<file path="src/rtl/frame_aligner.sv">
// Word-level frame aligner: searches every bit offset of {in, prev} for SYNC, confirms the frame period, then emits aligned payload.
// Optional FRAME_ALIGNER_STATS_EN adds saturating slip_cnt / err_cnt outputs.
module frame_aligner #(
  parameter int             W         = 25,
  parameter logic [W-1:0]   SYNC      = {W{1'b0}} ^ 25'h1F35A0B,
  parameter int             FRAME_LEN = 8,
  parameter int             LOCK_CNT  = 3,
  parameter int             LOSS_CNT  = 2
) (
  input  logic                 clk,
  input  logic                 rst,
  input  logic                 in_valid,
  input  logic [W-1:0]         in,
  output logic                 out_valid,
  output logic [W-1:0]         out,
  output logic                 out_sof,
  output logic                 locked,
  output logic [$clog2(W)-1:0] offset
`ifdef FRAME_ALIGNER_STATS_EN
  ,
  output logic [15:0]          slip_cnt,
  output logic [15:0]          err_cnt
`endif
);

  localparam int OW  = $clog2(W);
  localparam int WCW = $clog2(FRAME_LEN) + 1;
  localparam int HW  = $clog2(LOCK_CNT) + 1;
  localparam int MW  = $clog2(LOSS_CNT) + 1;

  localparam logic [WCW-1:0] WC_LAST  = WCW'(FRAME_LEN - 1);
  localparam logic [HW-1:0]  HITS_LIM = HW'(LOCK_CNT);
  localparam logic [MW-1:0]  MISS_LIM = MW'(LOSS_CNT);

  typedef enum logic [1:0] {
    ST_HUNT   = 2'd0,
    ST_VERIFY = 2'd1,
    ST_LOCKED = 2'd2
  } state_t;

  state_t         state_q,      state_d;
  logic [W-1:0]   prev_q,       prev_d;
  logic           prev_vld_q,   prev_vld_d;
  logic [OW-1:0]  offset_q,     offset_d;
  logic [WCW-1:0] wc_q,         wc_d;
  logic [HW-1:0]  hits_q,       hits_d;
  logic [MW-1:0]  misses_q,     misses_d;
  logic           out_valid_q,  out_valid_d;
  logic           out_sof_q,    out_sof_d;
  logic [W-1:0]   out_q,        out_d;
  logic [15:0]    slip_q,       slip_d;
  logic [15:0]    err_q,        err_d;

  logic [2*W-1:0] window;
  logic           hunt_found;
  logic [OW-1:0]  hunt_k;
  logic [W-1:0]   cand;
  logic           cand_match;
  logic [WCW-1:0] wc_nxt;
  logic           at_sync;
  logic [HW-1:0]  hits_inc;
  logic [MW-1:0]  misses_inc;

  // Earlier bits of the serial stream sit in prev (low half of the window).
  always_comb begin
    window     = {in, prev_q};
    hunt_found = 1'b0;
    hunt_k     = '0;
    for (int k = W - 1; k >= 0; k--) begin
      if (window[k +: W] == SYNC) begin
        hunt_found = 1'b1;
        hunt_k     = OW'(k);
      end
    end
    cand       = window[offset_q +: W];
    cand_match = (cand == SYNC);
    wc_nxt     = (wc_q == WC_LAST) ? '0 : wc_q + 1'b1;
    at_sync    = (wc_nxt == '0);
    hits_inc   = hits_q + 1'b1;
    misses_inc = misses_q + 1'b1;
  end

  always_comb begin
    state_d     = state_q;
    prev_d      = prev_q;
    prev_vld_d  = prev_vld_q;
    offset_d    = offset_q;
    wc_d        = wc_q;
    hits_d      = hits_q;
    misses_d    = misses_q;
    out_valid_d = 1'b0;
    out_sof_d   = 1'b0;
    out_d       = out_q;
    slip_d      = slip_q;
    err_d       = err_q;

    if (in_valid) begin
      prev_d     = in;
      prev_vld_d = 1'b1;
      // The very first word after reset only primes prev.
      if (prev_vld_q) begin
        unique case (state_q)
          ST_HUNT: begin
            if (hunt_found) begin
              offset_d = hunt_k;
              wc_d     = '0;
              hits_d   = HW'(1);
              if (LOCK_CNT == 1) begin
                state_d  = ST_LOCKED;
                misses_d = '0;
              end else begin
                state_d  = ST_VERIFY;
              end
            end
          end

          ST_VERIFY: begin
            wc_d = wc_nxt;
            if (at_sync) begin
              if (cand_match) begin
                hits_d = hits_inc;
                if (hits_inc >= HITS_LIM) begin
                  state_d  = ST_LOCKED;
                  misses_d = '0;
                end
              end else begin
                state_d = ST_HUNT;
                hits_d  = '0;
              end
            end
          end

          ST_LOCKED: begin
            wc_d = wc_nxt;
            if (at_sync) begin
              if (cand_match) begin
                misses_d = '0;
              end else begin
                if (err_q != 16'hFFFF) err_d = err_q + 16'd1;
                if (misses_inc >= MISS_LIM) begin
                  misses_d = MISS_LIM;
                  hits_d   = '0;
                  state_d  = ST_HUNT;
                  if (slip_q != 16'hFFFF) slip_d = slip_q + 16'd1;
                end else begin
                  misses_d = misses_inc;
                end
              end
            end else begin
              out_valid_d = 1'b1;
              out_d       = cand;
              out_sof_d   = (wc_nxt == WCW'(1));
            end
          end

          default: state_d = ST_HUNT;
        endcase
      end
    end
  end

  always_ff @(posedge clk) begin
    if (rst) begin
      state_q     <= ST_HUNT;
      prev_q      <= '0;
      prev_vld_q  <= 1'b0;
      offset_q    <= '0;
      wc_q        <= '0;
      hits_q      <= '0;
      misses_q    <= '0;
      out_valid_q <= 1'b0;
      out_sof_q   <= 1'b0;
      out_q       <= '0;
      slip_q      <= '0;
      err_q       <= '0;
    end else begin
      state_q     <= state_d;
      prev_q      <= prev_d;
      prev_vld_q  <= prev_vld_d;
      offset_q    <= offset_d;
      wc_q        <= wc_d;
      hits_q      <= hits_d;
      misses_q    <= misses_d;
      out_valid_q <= out_valid_d;
      out_sof_q   <= out_sof_d;
      out_q       <= out_d;
      slip_q      <= slip_d;
      err_q       <= err_d;
    end
  end

  assign out_valid = out_valid_q;
  assign out_sof   = out_sof_q;
  assign out       = out_q;
  assign offset    = offset_q;
  assign locked    = (state_q == ST_LOCKED);

`ifdef FRAME_ALIGNER_STATS_EN
  assign slip_cnt = slip_q;
  assign err_cnt  = err_q;
`else
  logic stats_unused;
  assign stats_unused = ^{slip_q, err_q};
`endif

endmodule

</file>
<file path="config.mk">
export PLATFORM = sky130hd
export DESIGN_NAME = frame_aligner
export DESIGN_NICKNAME = d
export VERILOG_FILES = /design/src/rtl/frame_aligner.sv
export SDC_FILE = /design/constraint.sdc
export NUM_CORES = 1
export LEC_CHECK = 0
export ABC_AREA = 1
export BUFFER_PORTS_ARGS = -buffer_cell sky130_fd_sc_hd__buf_2
export CELL_PAD_IN_SITES_DETAIL_PLACEMENT = 0
export CELL_PAD_IN_SITES_GLOBAL_PLACEMENT = 1
export CORE_MARGIN = 2
export CORE_UTILIZATION = 42
export DETAILED_ROUTE_END_ITERATION = 16
export PLACE_DENSITY = 0.84
export SLEW_MARGIN = 20
export SYNTH_ARGS = -nofsm -noshare
export SYNTH_HDL_FRONTEND = slang
export SYNTH_SLANG_ARGS = --single-unit
</file>
<file path="constraint.sdc">
create_clock -name clk -period 2.69 [get_ports clk]
set_input_delay 0.269 -clock clk [delete_from_list [all_inputs] [get_ports clk]]
set_output_delay 0.269 -clock clk [all_outputs]
set_load 0.02 [all_outputs]
</file>
==> results.md, run 1 <==
* Syn nets at 1351
* H-tree Lvls at 3
* Synth Cell Area at a little over 7000 µm²
* Mux share of post-synthesis cell area at 0
* XOR/XNOR share of the synthesized area at 0.00121
* Max Slew Vio Count at 0
* CP required at 2.99 ns
* DRT Pass-1 Iters at 6
* Worst min path class: input port to flip-flop
* Register area share after synthesis at 0.191
* Pre-CTS setup slack at 0.200 ns
* Rows at 47
* Cell Int Power at ~1.8 mW
* Num ports at 61
* Synth area leader: nand3_1
* Largest family of logic cells by synthesized area: simple AND/OR/NAND/NOR gates
* Critical path arrival at around 2.8 ns
* Netlist cell types at 36
* Yosys reg bits at just under 70
* Post-route antenna net violation count at 0
* Net switching fraction of the power at 0.349
* GRT Total Usage at 0.326
* Setup_tns at 0 ns
* Diode count at 0
* Crit end category: flip-flop
* Reg clk slew, reported paths at ~0.060 ns
* Tcrit/Tclk final at 0.933
* Compound-Gate Fraction of Synth Area at 0.0870
* Leakage Power at 3.90 nW
* Sw Pwr at about 1 mW
* Routed vias at ~9300
* Combinational group share of total power at 0.207
* Largest cells by area after synthesis: nand3_1 (22%), nand2_1 (20%), dfxtp_1 (19%)
* Initial antenna violation count at 0
* First-pass GRT wire length at between 40000 and 50000 µm
* Syn_area_per_cell at approximately 5.5 µm²
* DR WL/cell at 18.7 µm
* Synth top area share at 0.220
* Port bufs at 60
* Final setup fails at 0
* Root buf cell: clkbuf_16
* Worst Skew at about 0.0072 ns
* Die area at ~18000 µm²
* Maximum VDD drop at around 0.31 mV
* Clock Latency Late Sink at around 0.35 ns
* Post-CTS Setup Repair Bufs at 0
* Area delta synth->final at 12.6%
* Simple-gate share of the synthesized area at 0.575
* CTS Sinks at ~70
* CTS tree: yes
* Critical path origin: offset[1]
* Yosys warnings at 0
* 1st-iter DRT viols at between 1000 and 1500
* Status: complete, no violations
* Layout Nets at ~1400
* Fmax at 398 MHz
* Adder-Cell Fraction of Synth Area at 0.0156
* Crit Path Max Fanout at 50
* DR vias/cell at between 5 and 6
* Share of cells above drive strength 1 at 0.126
* Max-cap violations at 0
* RR Startpoint: offset[1]
* Post-route DRC at 0
* Pwr/cell area at 349 nW/µm²
* Post-CTS Hold Buffers at 0
* Main flop type after synthesis: dfxtp_1
* GPL Wtd Cong at 1.03
* CTS buffer count at 9
* Max-slew headroom at 0.553
* Post-synth EDFFs at 0
* Clock Path Buffers at 2
* Syn Inst Count at approximately 1300
* Gates resized, CTS repair at 0
* Vias in the first global route at about 8600
* Seq pwr share at 0.387
* RSZ-0062 raised after global routing: no
* FFs w/ async S/R, synth at 0
* Min-Delay Startpoint: rst
* Clock group share of total power at 0.406
* Starting Density at 0.432
* Largest net degree at the start of global routing at 51
* Flop2flop setup slack at ~0.18 ns
* Post-synth top cells: nand2_1 (377), nand3_1 (317), nor2_1 (116)
* Final core occ at 0.487
* Final hold vios at 0
* Crit path launch type: flip-flop
* WL final at 29700 µm
* Core area at approximately 17000 µm²
* Count leader, synth: nand2_1
* Crit Path Class: flip-flop to flip-flop
* Post-DP HPWL at roughly 23000 µm
* Tot Pwr at around 2.8 mW
* Die W at approximately 140 µm
* Die H at ~140 µm
* GRT overflow at 0
* Final worst slack at 0.180 ns
* Slew @ Worst Pin at 0.670 ns
* Final min period at around 2.5 ns
[power groups by stage]
stage          Sequential, mW  Combinational [mW]  Clock [mW]
2_1_floorplan            1.09               0.366           0
3_3_place_gp             1.12               0.571           0
3_5_place_dp             1.12               0.562           0
4_1_cts                  1.09               0.565        1.17
5_1_grt                  1.10               0.637        1.20
6_report                 1.10               0.587        1.15
[state kept, by name, indices dropped and copies added (netlist names)]
| signal | flops |
|---|---|
| out | 25 |
| prev_q | 25 |
| offset | 5 |
| wc_q | 4 |
| hits_q | 3 |
| misses_q | 2 |
| state_q | 2 |
| out_sof | 1 |
| out_valid | 1 |
| prev_vld_q | 1 |
[worst paths after layout]
kind	endpoint	cells after the start
setup / recovery	state_q[0]	17
hold / removal	wc_q[1]	2
setup reg to reg	state_q[0]	17
hold reg to reg	prev_vld_q	2
[metal layers]
| metal | wire, µm | GRT usage | vias to the layer above |
|---|---|---|---|
| met3 | 3250 | 0.0882 | 81 |
| met4 | 987 | 0.116 | 0 |
| met2 | 12700 | 0.499 | 533 |
| li1 | - | - | 4487 |
| met5 | 0 | 0 | - |
| met1 | 12700 | 0.441 | 4235 |
[logic make-up (layout without fill, tap and decap cells)]
| logic type | count (synthesis) | after routing |
|---|---|---|
| and+or+nand+nor | 927 | 927 |
| buffers and inverters | 203 | 252 |
| AOI/OAI and AO/OA | 105 | 105 |
| DFF | 69 | 69 |
| adders and majority gates | 9 | 9 |
| xor gates and xnor gates | 1 | 1 |
[cell type report]
| cell class | count | area (µm²) |
|---|---|---|
| Sequential cell | 69 | 1390 |
| Multi-Input combinational cell | 1042 | 4920 |
| Fill cell | 1849 | 8570 |
| Clock buffer | 9 | 225 |
| Tap cell | 220 | 275 |
| Inverter | 111 | 429 |
| Timing Repair inverter | 1 | 5.00 |
| Timing Repair Buffer | 124 | 843 |
| Clock inverter | 7 | 50.0 |
[stage by stage]
stage | hold WS [ns] | instance area (µm²) | instances
floorplan | 0.417 | 7220 | 1314
global placement | 0.447 | 7840 | 1566
detailed placement | 0.456 | 7840 | 1566
CTS | 0.212 | 8110 | 1582
global route | 0.235 | 8130 | 1583
finish | 0.219 | 8130 | 1583
[placed cells by master (no fill, tap or decap), types with 5 or more instances in the layout]
cell type	count
inv_1	103
buf_4	59
buf_2	60
nand4_1	31
buf_12	5
nor2_1	114
o211ai_1	25
clkbuf_16	9
nor4_1	17
ha_1	9
dfxtp_1	66
inv_2	6
nand2_1	377
nand3_1	317
nor2_2	6
a21oi_1	37
o21ai_0	32
nor3_1	40
nand3b_1	8
[worst max-delay path, stage by stage (launching register included)]
cell and delay [ns]:
dfxtp_2 0.44, buf_12 0.25, nand3_1 0.15, nand3_1 0.16, nand3_1 0.11, nand2_1 0.15
nand2_1 0.10, nand2_1 0.10, nand2_1 0.06, nor2_1 0.11, nand2_1 0.11, nor2_2 0.18
nand3_1 0.12, nand2_1 0.12, nor2_1 0.07, nand2_1 0.06, nand2_1 0.05, nor2_1 0.08
(Power assumes the default switching activity.)
==> inputs of run 2 (changes only) <==
==> constraint.sdc (replaced) <==
create_clock -name clk -period 2.69 [get_ports clk]
set_input_delay 0.1345 -clock clk [delete_from_list [all_inputs] [get_ports clk]]
set_output_delay 0.1345 -clock clk [all_outputs]
set_load 0.02 [all_outputs]
==> run 2 against run 1 <==
  * Clock skew grew 0.0025 ns
  * Maximum frequency is 1.2% lower
  * Worst hold slack worse by 0.18 ns
  * Critical path depth shrank 6
  * Sequential power about the same
==> results.md, run 2 (same netlist as run 1, synthesis figures left out) <==
* Status: complete, no violations
* Reg clk slew, reported paths at around 0.06 ns
* Worst min path class: input port to flip-flop
* Worst Skew at approximately 0.01 ns
* Max Slew Vio Count at 0
* Setup_tns at 0 ns
* Crit Path Max Fanout at 12
* Post-route insts no fill at 1579
* Post-route DRC at 0
* Pwr/cell area at 347 nW/µm²
* Tcrit/Tclk final at 0.944
* First-pass GRT wire length at ~47000 µm
* Num ports at ~60
* Register Area at between 1000 and 1500 µm²
* Post-route antenna net violation count at 0
* CTS Sinks at between 60 and 70
* CTS tree: yes
* Post-CTS Hold Buffers at 0
* Share of cells above drive strength 1 at 0.125
* Crit end category: flip-flop
* DRT Pass-1 Iters at 6
* CTS buffer count at 9
* Final setup fails at 0
* GRT Total Usage at 0.333
* Port bufs at 60
* Crit-path max cell delay at 0.63 ns
* WL final at between 20000 and 30000 µm
* Starting Density at 0.432
* Hold path cells at 3
* GRT overflow at 0
* Buf+Inv Stages, Crit Path at 1
* Crit path top cell by count: nor2_1
* Min-Delay Startpoint: in_valid
* DR WL/cell at ~19 µm
* Crit path launch type: flip-flop
* CP required at ~2.9 ns
* Post-DP HPWL at around 23000 µm
* Clock Path Buffers at 2
* RSZ-0062 raised after global routing: yes
* Routed vias at just over 9000
* Area delta synth->final at 12.7%
* Most common cell after layout, fill and taps aside: nand2_1
* FILL cells at approximately 1900
* RR Startpoint: prev_q[24]
* Placed cells at around 1600
* Leakage Power at ~3.9 nW
* Rows at 47
* Largest net degree at the start of global routing at 51
* Cell depth of the worst flop-to-flop path at 11
* Cell-by-cell trace of the critical path: nand2_1, inv_1, nand3_1, nor4_1, nor2_1, nand3_2, nand2_2, nor2_2, nand3_2, nor2_1, nor2_1
* Layout Nets at about 1400
* Max-slew headroom at 0.500
* Die area at 18300 µm²
* Max-cap violations at 0
* Final hold vios at 0
* Clock Latency Late Sink at 0.35 ns
* Critical path origin: prev_q[24]
* Post-CTS Setup Repair Bufs at 0
* Multi-input gate area at between 4000 and 5000 µm²
* Final min period at around 2.5 ns
* Diode count at 0
* Crit-path slowest cell: nor4_1
* Crit Path Class: flip-flop to flip-flop
* Tot Pwr at ~2.8 mW
* Crit. path cell count at 11
* Core area at ~17000 µm²
* Final core occ at 0.487
* Critical path arrival at 2.79 ns
* H-tree Lvls at 3
* Root buf cell: clkbuf_16
* 1st-iter DRT viols at between 1000 and 1500
* GPL Wtd Cong at roughly 1
* Die W at approximately 140 µm
* Slew @ Worst Pin at roughly 0.75 ns
* Die H at 135 µm
* Most frequent cells in the layout: nand2_1 (377), nand3_1 (317), nor2_1 (114)
* Initial antenna violation count at 0
* DR vias/cell at between 5 and 6
* Fmax at approximately 400 MHz
* Crit path max-delay family: simple AND/OR/NAND/NOR gates
* Vias in the first global route at between 8000 and 9000
* Maximum VDD drop at 0.313 mV
* Hold Slack at between 0.03 and 0.04 ns
## run 2: cell count changes in the layout (fill, tap and decap cells not counted), sizes merged
cell / previous run / this run
clkinv: 4 / 3
buf: 124 / 121
## run 2: final cells by class
| cell class | instances | share of cell area |
|---|---|---|
| clock inverters | 7 | 0.00615 |
| inverters | 111 | 0.0528 |
| flip-flops and latches | 69 | 0.171 |
| multi-input cells | 1042 | 0.605 |
| repair buffers | 121 | 0.104 |
| clock buffers | 9 | 0.0277 |
| well taps | 220 | 0.0338 |
## run 2: repair_timing
| action | 4_1_cts | 5_1_grt |
|---|---|---|
| setup endpoints to repair | 0 | 15 |
| endpoints found under the hold margin | 0 | 0 |
| gates resized for setup | 0 | 9 |
## run 2: report_power, final
part | internal, mW | switching, mW | total [mW]
sequential | 1.05 | 0.0524 | 1.10
combinational | 0.165 | 0.413 | 0.578
clock | 0.625 | 0.517 | 1.14
## run 2: worst min-delay path, delay by kind of cell
kind / cells / cell delay [ns]
AND/OR/NAND/NOR: 2 / 0.11
buffers and inverters: 1 / 0.11
## run 2: through the flow
step / cell area [µm²] / setup slack, ns
floorplan: 7220 / 0.586
global placement: 7840 / 0.0701
detailed placement: 7840 / 0.0657
CTS: 8110 / 0.0612
global route: 8130 / -0.0189
finish: 8130 / 0.149
## run 2: routing by layer
layer  global-route usage  wire [µm]  part of all wire
met2                0.488      12400              0.42
met3               0.0886       3230              0.11
met4                0.105        723             0.024
met1                0.474      13400              0.45
met5               0.0194         45            0.0015
## run 2: path summary, 6_finish.rpt
kind,end,slack (ns)
max,hits_q[0],0.15
max reg2reg,hits_q[0],0.15
min,prev_vld_q,0.04
min reg2reg,prev_vld_q,0.46
==> inputs of run 3 (changes only) <==
--- a/config.mk
+++ b/config.mk
@@ -9,7 +9,6 @@
 export BUFFER_PORTS_ARGS = -buffer_cell sky130_fd_sc_hd__buf_2
 export CELL_PAD_IN_SITES_DETAIL_PLACEMENT = 0
 export CELL_PAD_IN_SITES_GLOBAL_PLACEMENT = 1
-export CORE_MARGIN = 2
 export CORE_UTILIZATION = 42
 export DETAILED_ROUTE_END_ITERATION = 16
 export PLACE_DENSITY = 0.84
==> constraint.sdc (replaced) <==
create_clock -name clk -period 2.69 [get_ports clk]
set_input_delay 0.1345 -clock clk [delete_from_list [all_inputs] [get_ports clk]]
set_output_delay 0.1345 -clock clk [all_outputs]
set_load 0.01 [all_outputs]
==> run 3 against run 2 <==
  * Power rose by 5.6%
  * Combinational power up 3.6%
  * Cell area grew 2.4%
  * Maximum frequency increased by 2.2%
  * Critical path type unchanged
  * Clock skew is essentially flat
  * Register-to-register slack gained 0.06 ns
  * Clock-buffer cell count unchanged
==> results.md, run 3 (same netlist as run 1, synthesis figures left out) <==
* Flop2flop setup slack at between 0.2 and 0.25 ns
* Worst min path class: input port to flip-flop
* Most frequent cells in the layout: nand2_1 (377), nand3_1 (317), nor2_1 (114)
* DRT Pass-1 Iters at 7
* Crit path launch type: flip-flop
* Final hold vios at 0
* Design Area, Final at roughly 8300 µm²
* Layout Nets at roughly 1400
* Vias in the first global route at ~8600
* Most common cell after layout, fill and taps aside: nand2_1
* CP endpoint: hits_q[1]
* Die area at between 15000 and 20000 µm²
* DR WL/cell at about 19 µm
* CTS buffer count at 9
* Combinational group share of total power at 0.201
* WL final at 30100 µm
* Core area at 16700 µm²
* Post-route DRC at 0
* Tcrit/Tclk final at 0.924
* Final worst slack at roughly 0.20 ns
* Crit Path Class: flip-flop to flip-flop
* CP required at between 2 and 3 ns
* Worst R2R End: hits_q[1]
* Pwr/cell area at approximately 360 nW/µm²
* Port bufs at 60
* Critical path origin: prev_q[21]
* Final setup fails at 0
* Area delta synth->final at 15.4%
* Initial antenna violation count at 0
* Sw Pwr at approximately 1.0 mW
* RSZ-0062 raised after global routing: no
* Reg clk slew, reported paths at about 0.070 ns
* Final core occ at 0.499
* Post-DP HPWL at approximately 23000 µm
* Cell Int Power at about 2 mW
* Largest net degree at the start of global routing at 51
* Clock Path Buffers at 2
* Clock group share of total power at 0.428
* Post-CTS Setup Repair Bufs at 0
* Placement Cell Area at 8010 µm²
* Tot Pwr at roughly 3.0 mW
* CTS Sinks at ~70
* Rows at 47
* Final min period at approximately 2.5 ns
* Status: complete, no violations
* Worst Skew at 0.0102 ns
* First-pass GRT wire length at roughly 47000 µm
* Root buf cell: clkbuf_16
* Die W at approximately 130 µm
* Seq pwr share at 0.371
* Die H at 133 µm
* Routed vias at around 9300
* H-tree Lvls at 3
* Share of cells above drive strength 1 at 0.139
* GPL Wtd Cong at between 1 and 1.5
* DR vias/cell at 5.79
* Crit end category: flip-flop
* Leakage Power at 4.01 nW
* Max Slew Vio Count at 0
* GRT Total Usage at 0.346
* Max-cap violations at 0
* Post-route antenna net violation count at 0
* Starting Density at 0.432
* Pre-CTS setup slack at approximately 0.23 ns
* GRT overflow at 0
* CTS tree: yes
* Diode count at 0
* Maximum VDD drop at about 0.33 mV
* Net switching fraction of the power at 0.340
* Slew @ Worst Pin at around 0.80 ns
* RR Startpoint: prev_q[21]
* Fmax at around 400 MHz
* Max-slew headroom at 0.465
* Critical path arrival at about 2.7 ns
* Setup_tns at 0 ns
* Crit Path Max Fanout at 6
* Cell depth of the worst flop-to-flop path at 17
* Clock Latency Late Sink at 0.35 ns
* Num ports at approximately 60
* 1st-iter DRT viols at 1351
run 3: worst min-delay path by stage:
| stage | cells past startpoint | slack [ns] | startpoint | endpoint |
|---|---|---|---|---|
| 6_report | 2 | 0.09 | rst | wc_q[1] |
| 3_3_place_gp | 3 | 0.45 | in[21] | prev_q[21] |
| 4_1_cts | 2 | 0.08 | rst | wc_q[1] |
| 5_1_grt | 3 | 0.1 | in[24] | prev_q[24] |
| 2_1_floorplan | 2 | 0.28 | in[24] | prev_q[24] |
| 3_5_place_dp | 3 | 0.45 | in[24] | prev_q[24] |
run 3: final cells by class:
cell class / instances / area (µm²)
Clock buffer: 9 / 225
Inverter: 111 / 427
Fill cell: 1837 / 8370
Clock inverter: 7 / 81.3
Sequential cell: 69 / 1390
Multi-Input combinational cell: 1042 / 4910
Timing Repair Buffer: 145 / 1020
Tap cell: 220 / 275
run 3: what timing repair did:
item / 4_1_cts / 5_1_grt
hold buffers: 0 / 0
setup endpoints to repair: 0 / 8
gates resized for setup: 0 / 7
run 3: metrics by stage:
stage,hold slack (ns),instances
after global placement,0.450,1587
final,0.0882,1603
after detailed placement,0.454,1587
after floorplan,0.282,1314
after global routing,0.0995,1603
after CTS,0.0832,1603
run 3: critical path: stages (launching register included):
cell	delay, ns
dfxtp_1	0.52
buf_4	0.19
nand2_1	0.05
inv_1	0.13
buf_4	0.14
nand4_1	0.08
nor3_1	0.25
nand2_1	0.11
nand2_1	0.08
nor2_1	0.05
nand2_1	0.10
nor2_2	0.06
nand3_2	0.13
nand2_2	0.07
nor2_2	0.10
nand3_2	0.13
nor2_1	0.14
nor2_1	0.05
run 3: routing by layer:
layer / GRT usage / routed length, µm / vias up
met5: 0 / 0 / -
met3: 0.0769 / 3130 / 77
met4: 0.126 / 873 / 0
li1: - / - / 4529
met1: 0.483 / 13400 / 4158
met2: 0.520 / 12800 / 521
run 3: power groups by stage:
stage | Sequential, mW | Combinational (mW) | Clock [mW]
finish | 1.11 | 0.599 | 1.27
global route | 1.11 | 0.654 | 1.32
CTS | 1.10 | 0.580 | 1.29
detailed placement | 1.13 | 0.576 | 0
global placement | 1.13 | 0.589 | 0
floorplan | 1.09 | 0.366 | 0
